`config.mk`:
```
export PLATFORM = sky130hd
export DESIGN_NAME = correlator_window_sequencer
export DESIGN_NICKNAME = d
export VERILOG_FILES = /design/src/rtl/correlator_window_sequencer.sv
export SDC_FILE = /design/constraint.sdc
export NUM_CORES = 1
export LEC_CHECK = 0
export ABC_AREA = 1
export ABC_CLOCK_PERIOD_IN_PS = 2050
export CORE_ASPECT_RATIO = 0.75
export CORE_MARGIN = 2
export CORE_UTILIZATION = 62
export CTS_CLUSTER_DIAMETER = 50
export DETAILED_ROUTE_END_ITERATION = 8
export DONT_BUFFER_PORTS = 1
export PLACE_DENSITY = 0.78
export SLEW_MARGIN = 20
export SYNTH_ARGS = -nofsm -noshare
export SYNTH_HDL_FRONTEND = slang
export SYNTH_SLANG_ARGS = --single-unit
```
`constraint.sdc`:
```
create_clock -name clk -period 2.05 [get_ports clk]
set_clock_uncertainty 0.05 [all_clocks]
set_input_delay 0.1025 -clock clk [delete_from_list [all_inputs] [get_ports clk]]
set_output_delay 0.1025 -clock clk [all_outputs]
set_load 0.01 [all_outputs]
```
`src/rtl/correlator_window_sequencer.sv`:
```
// Window sequencer for one correlator power-sum channel: tracks accepted samples through the
// preadd + DSP cascade with a token shift register and drives the stage/accumulator controls.
module correlator_window_sequencer #(
    parameter int NSTAGES      = 6,
    parameter int PIPE_LATENCY = 7,
    parameter int WINBITS      = 8
) (
    input  logic               clk,
    input  logic               rst,
    input  logic               START,
    input  logic               ABORT,
    input  logic [WINBITS-1:0] WINDOW_LEN,
    input  logic [3:0]         OFFSET,
    input  logic               VALID_IN,
    output logic [3:0]         CARRYIN,
    output logic [NSTAGES-1:0] STAGE_CE,
    output logic               ACC_CE,
    output logic               ACC_LOAD,
    output logic               SUM_VALID,
    output logic               BUSY
);

    typedef enum logic [1:0] {
        IDLE  = 2'd0,
        RUN   = 2'd1,
        DRAIN = 2'd2
    } state_t;

    state_t                  state_q, state_d;
    logic [WINBITS:0]        cnt_q, cnt_d;
    logic [WINBITS:0]        len_q, len_d;
    logic [3:0]              offset_q, offset_d;
    logic [PIPE_LATENCY-1:0] vld_q, vld_d;
    logic [PIPE_LATENCY-1:0] fst_q, fst_d;
    logic                    sum_valid_q, sum_valid_d;
    logic [WINBITS:0]        cnt_inc_s;
    logic                    last_token_s;

    assign cnt_inc_s    = cnt_q + {{WINBITS{1'b0}}, 1'b1};
    // The youngest token sits at the accumulator input with nothing behind it.
    assign last_token_s = vld_q[PIPE_LATENCY-1] && (vld_q[PIPE_LATENCY-2:0] == {(PIPE_LATENCY-1){1'b0}});

    // Next-state, counter, latched config and token pipeline
    always_comb begin
        state_d     = state_q;
        cnt_d       = cnt_q;
        len_d       = len_q;
        offset_d    = offset_q;
        vld_d       = {vld_q[PIPE_LATENCY-2:0], 1'b0};
        fst_d       = {fst_q[PIPE_LATENCY-2:0], 1'b0};
        sum_valid_d = 1'b0;
        if (ABORT) begin
            state_d  = IDLE;
            cnt_d    = {(WINBITS+1){1'b0}};
            len_d    = {(WINBITS+1){1'b0}};
            offset_d = 4'd0;
            vld_d    = {PIPE_LATENCY{1'b0}};
            fst_d    = {PIPE_LATENCY{1'b0}};
        end else begin
            case (state_q)
                IDLE: begin
                    if (START) begin
                        // A zero length stands for a full 2^WINBITS window.
                        len_d    = (WINDOW_LEN == {WINBITS{1'b0}}) ? {1'b1, {WINBITS{1'b0}}}
                                                                   : {1'b0, WINDOW_LEN};
                        offset_d = OFFSET;
                        cnt_d    = {(WINBITS+1){1'b0}};
                        state_d  = RUN;
                    end else begin
                        state_d = IDLE;
                    end
                end
                RUN: begin
                    if (VALID_IN) begin
                        vld_d[0] = 1'b1;
                        fst_d[0] = (cnt_q == {(WINBITS+1){1'b0}});
                        cnt_d    = cnt_inc_s;
                        if (cnt_inc_s == len_q) begin
                            state_d = DRAIN;
                        end else begin
                            state_d = RUN;
                        end
                    end else begin
                        state_d = RUN;
                    end
                end
                DRAIN: begin
                    if (last_token_s) begin
                        sum_valid_d = 1'b1;
                        cnt_d       = {(WINBITS+1){1'b0}};
                        state_d     = IDLE;
                    end else begin
                        state_d = DRAIN;
                    end
                end
                default: begin
                    state_d = IDLE;
                end
            endcase
        end
    end

    // State registers
    always_ff @(posedge clk or posedge rst) begin
        if (rst) begin
            state_q     <= IDLE;
            cnt_q       <= {(WINBITS+1){1'b0}};
            len_q       <= {(WINBITS+1){1'b0}};
            offset_q    <= 4'd0;
            vld_q       <= {PIPE_LATENCY{1'b0}};
            fst_q       <= {PIPE_LATENCY{1'b0}};
            sum_valid_q <= 1'b0;
        end else begin
            state_q     <= state_d;
            cnt_q       <= cnt_d;
            len_q       <= len_d;
            offset_q    <= offset_d;
            vld_q       <= vld_d;
            fst_q       <= fst_d;
            sum_valid_q <= sum_valid_d;
        end
    end

    // Bubbles and aborted cycles must not inject the carry-in offset.
    assign CARRYIN   = ((state_q == RUN) && VALID_IN && !ABORT) ? offset_q : 4'd0;
    assign STAGE_CE  = vld_q[PIPE_LATENCY-1:1];
    assign ACC_CE    = vld_q[PIPE_LATENCY-1];
    assign ACC_LOAD  = fst_q[PIPE_LATENCY-1];
    assign SUM_VALID = sum_valid_q;
    assign BUSY      = (state_q != IDLE);

endmodule
```
### Word-level counts from Yosys, hierarchy flattened

Index checks and enable logic that the tools add are counted.

| storage, ports and cells | value |
|---|---|
| register bits | 39 |
| logic and storage cells | 58 |

| cells by class | value |
|---|---|
| add/subtract/negate cells | 1 |
| equality and inequality tests | 6 |
| reduce and logical (&&, ||, !) cells | 14 |
| muxes and demuxes | 30 |

Operator list:

| operator | count |
|---|---|
| 9-bit 2-to-1 mux | 8 |
| 9-bit one-hot mux with 3 select lines | 1 |
| 4-bit 2-to-1 mux | 4 |
| 6-bit 2-to-1 mux | 2 |
| 1-bit 2-to-1 mux | 10 |
| 9-bit by 1-bit adder with 9-bit output (second input constant) | 1 |
| 9-bit == test | 1 |
| 9-bit logical NOT | 1 |
| 3-bit != test (second input constant) | 3 |
| 8-bit logical NOT | 1 |
| 2-bit 2-to-1 mux | 4 |
| 6-bit logical NOT | 1 |
| 2-bit one-hot mux with 3 select lines | 1 |
| 2-bit nonzero test | 3 |
| 4-bit AND reduction | 1 |
| 4-bit nonzero test | 1 |
| 1-bit logical AND | 3 |
| 2-bit by 1-bit == test with 1-bit output (second input constant) | 1 |
| 2-bit == test (second input constant) | 1 |
| 2-bit logical NOT | 1 |
| 2-bit AND reduction | 1 |
| 1-bit logical NOT | 1 |

### Logic depth before layout (Yosys ltp)

| logic depth | value |
|---|---|
| depth after elaboration | 6 |
| gate-level depth with buffers | 12 |
| gate-level depth less buffers | 12 |

### Worst setup path after synthesis

OpenSTA, ideal clock, no wires.

| path | value |
|---|---|
| path type | reg-to-reg |
| from | reg state_q[0] |
| to | reg cnt_q[2] |
| required time | 1,874 ps |
| slack | 451 ps |
| path buffers | 1 |
| stages on the path, launching flop included | 8 |
| data arrival time | 1,423 ps |
| library setup time | 126 ps |
| period minus slack after synthesis | 1,599 ps |
| cells stage by stage | dfrtp_1 > ha_1 > inv_1 > nor2_1 > a21oi_1 > a21boi_4 > buf_6 > o21ai_0 |

| on the way | value |
|---|---|
| longest elaborated chain between the ends | 3 |

Ends and longest elaborated chain:

| what | RTL line | source |
|---|---|---|
| start: declaration | 29 | `state_t state_q, state_d;` |
| start signal: assignment | 114 | `state_q <= state_d;` |
| 2-bit == test (tied with other cells) | 60 | `case (state_q)` |
| 3-bit != test (no source line) (tied with other cells) | -- |  |
| 4-bit AND reduction (no source line) or 9-bit 2-to-1 mux (tied branches) | -- |  |
| end signal: assignment | 107 | `cnt_q <= {(WINBITS+1){1'b0}};` |
| end signal: assignment | 115 | `cnt_q <= cnt_d;` |
| end: declaration | 30 | `logic [WINBITS:0] cnt_q, cnt_d;` |

Several ways; a longest one is shown, not always the timed one.
A chain may end at the register's enable or synchronous reset.

### Worst setup path after layout

| path | value |
|---|---|
| from | reg state_q[1] |
| to | out CARRYIN[1] |

| on the way | value |
|---|---|
| longest elaborated chain between the ends | 4 |

Ends and longest elaborated chain:

| what | RTL line | source |
|---|---|---|
| 2-bit by 1-bit == test with 1-bit output | 125 | `assign CARRYIN = ((state_q == RUN) && VALID_IN && !ABORT) ? offset_q : 4'd0;` |
| 1-bit logical AND (2 in series) | 125 |  |
| 4-bit 2-to-1 mux | 125 |  |
| end: declaration | 15 | `output logic [3:0] CARRYIN,` |

Every way passes these cells.

==> impl_results.md <==
- Status: completed
- Tot Pwr: 0.00174 W
- Core Area: 3220 µm²
- Share of layout cells above drive strength 1: 9.25%
- Fin crit period: 1.88 ns
- Post-synth cell types: 22
- All-Layer GR Usage: 24.3%
- Initial antenna violation count: 0
- RSZ-0062 raised after global routing: no
- CP arrival: 1.72 ns
- Final Cycle Share: 91.5%
- Hold Crit Class: in2reg
- Top-count cell post-synth: nand2_1
- Critical Path Sink Type: output port
- Worst Hold Depth: 2
- Cell row count: 18
- Setup CP Type: reg2out
- Pwr per Cell Area: 741 nW/µm²
- Post-synthesis sequential area ratio: 47.6%
- WL per Instance: 13.5 µm
- Ys Warns: 0
- Num ports: 31
- Total CTS buffers: 5
- Routed via count: 1672
- Htree depth: 2
- Ys async rst share: 100%
- Critical path launch point type: flip-flop
- FF-to-FF path depth: 9
- Drt pass-1 iters: 4
- Setup TNS: 0 ns
- Post-CTS setup repair buffer count: 0
- WL final: 4330 µm
- Worst r2r dst: cnt_q[8]
- Yosys reg bits: 39
- Clk_lat worst skew: 0.29 ns
- Post-synth EDFFs: 0
- Cells after Synth: 266
- Design Area, Final: 2350 µm²
- Final Hold Vio Count: 0
- VDD IR max: 0.506 mV
- Cell taking the most area after synthesis: dfrtp_1
- Clock slew at reported path FFs: 0.08 ns
- Reg2reg setup slack: 0.20 ns
- Worst-Margin Slew: 0.671 ns
- Root Driver: clkbuf_8
- Drt first-iter violations: 139
- Max-cap viol count: 0
- Initial core utilization: 63.6%
- Synthesized Nets: 289
- Hold Path Sink: vld_q[0]
- Avg Cell Area, Syn: 7.70 µm²
- Crit-path max FO: 7
- P&R area growth vs syn: 14.7%
- Grt ovf: 0
- Final ANT Viol Nets: 0
- DRC Markers: 0
- FMAX: 533 MHz
- Worst slew margin: 55.1%
- Top_reg_cell synth: dfrtp_1
- Routed vias/inst: 5.21
- DIE HEIGHT: 53.8 µm
- Pleak: 1.13 nW
- Clk buf depth: 2
- Width of the die: 70.4 µm
- Mapped cell area: 2050 µm²
- Vias in the first global route: 1488
- Gp weighted congestion: 0.972
- Post-DP Area: 2050 µm²
- TritonCTS clock tree: built
- Global-route wire length before repair: 6910 µm
- Top cells by area, synth: dfrtp_1 (48%), nand2_1 (10%), inv_1 (9.0%)
- DP Wirelength: 2990 µm
- Commonest cells in the synthesized netlist: nand2_1 (57), inv_1 (49), dfrtp_1 (39), nand3_1 (28), nor2_1 (25)
- Die area: 3780 µm²
- Reg2reg start: state_q[0]
- Port-buffer cells: 0
- Top-area cell type share of the netlist area: 47.6%
- Inserted Diodes: 0
- Final setup violation count: 0
- Largest net degree at the start of global routing: 40
- # clock sinks: 39
- Hold Startpoint: VALID_IN
- Total Nets Final: 303
- WP data required: 1.90 ns
- Final Max Slew Viols: 0
==> state kept, by name, indices dropped and copies added, names as in the netlist <==
signal     count
SUM_VALID      1
len_q          9
vld_q          7
fst_q          7
cnt_q          9
state_q        2
offset_q       4
==> cells in the final DEF (no fill, tap or decap), types with 3 or more instances in the layout <==
cell | netlist | layout
nand2_1 | 57 | 56
nor2_2 | 4 | 8
dfrtp_1 | 39 | 39
clkbuf_8 | 0 | 5
nand4_1 | 5 | 5
nor2_1 | 25 | 21
nor3_1 | 7 | 7
nand3_1 | 28 | 28
buf_4 | 6 | 4
a21oi_1 | 5 | 5
inv_1 | 49 | 49
ha_1 | 6 | 6
dlygate4sd3_1 | 0 | 15
o22ai_1 | 4 | 4
o21ai_0 | 14 | 14
o21ai_1 | 3 | 3
==> per-stage QoR <==
step / utilization (%) / hold WS (ns) / instances / setup WS [ns]
finish: 72.9 / 0.0146 / 321 / 0.175
global route: 72.9 / 0.0149 / 321 / 0.0207
CTS: 72.5 / 0.0366 / 321 / 0.107
detailed placement: 63.8 / 0.0889 / 298 / 0.224
global placement: 63.8 / 0.0839 / 298 / 0.282
floorplan: - / 0.195 / 266 / 0.451
==> power by group <==
part | total, W | leakage, nW | internal (W) | switching, W
Clock | 0.000739 | 0.0654 | 0.000486 | 0.000252
Combinational | 0.000187 | 0.531 | 0.0000689 | 0.000118
Sequential | 0.000814 | 0.532 | 0.000796 | 0.0000174
==> layer usage <==
metal / vias up / GRT usage [%] / share of wire, %
met5: - / 0 / 0
met4: 0 / 6.73 / 0.79
met3: 4 / 5.81 / 7.9
met2: 60 / 38.1 / 44
met1: 753 / 34.5 / 48
li1: 855 / - / -
==> what timing repair did <==
action                                 4_1_cts  5_1_grt
setup endpoints to repair                    0        4
hold buffers                                15        0
endpoints found under the hold margin       73        0
gates resized for setup                      0        5
==> worst max-delay path, stage by stage, from the launching register on <==
cell and delay (ns):
dfrtp_1 0.40, inv_1 0.09, ha_1 0.19, inv_1 0.12, nor2_1 0.14, buf_4 0.15
nand2_2 0.14, nor2_2 0.20
==> cells by family (layout without fill, tap and decap cells) <==
kind of cell               after synthesis  after routing  share of synthesized area, %
AOI/OAI and AO/OA                       27             27                          7.51
buffers and inverters                   63             78                          13.0
and+or+nand+nor                        131            131                          28.2
adders and majority gates                6              6                          3.67
DFF                                     39             39                          47.6
==> area by class of cell <==
cell class | instances | area, µm²
Inverter | 51 | 191
Fill cell | 237 | 872
Tap cell | 40 | 50.0
Multi-Input combinational cell | 164 | 818
Clock inverter | 2 | 60.1
Sequential cell | 39 | 976
Clock buffer | 6 | 72.6
Timing Repair Buffer | 19 | 180
==> how the worst max path moves through the flow <==
stage / startpoint / cells after the start / slack [ns] / endpoint
floorplan: state_q[0] / 7 / 0.45 / cnt_q[2]
global placement: cnt_q[0] / 10 / 0.28 / state_q[1]
detailed placement: state_q[1] / 9 / 0.22 / cnt_q[8]
CTS: state_q[1] / 7 / 0.11 / CARRYIN[1]
global route: state_q[1] / 9 / 0.02 / cnt_q[4]
finish: state_q[1] / 7 / 0.17 / CARRYIN[1]
Note: power is estimated with default switching activity, not from simulation.
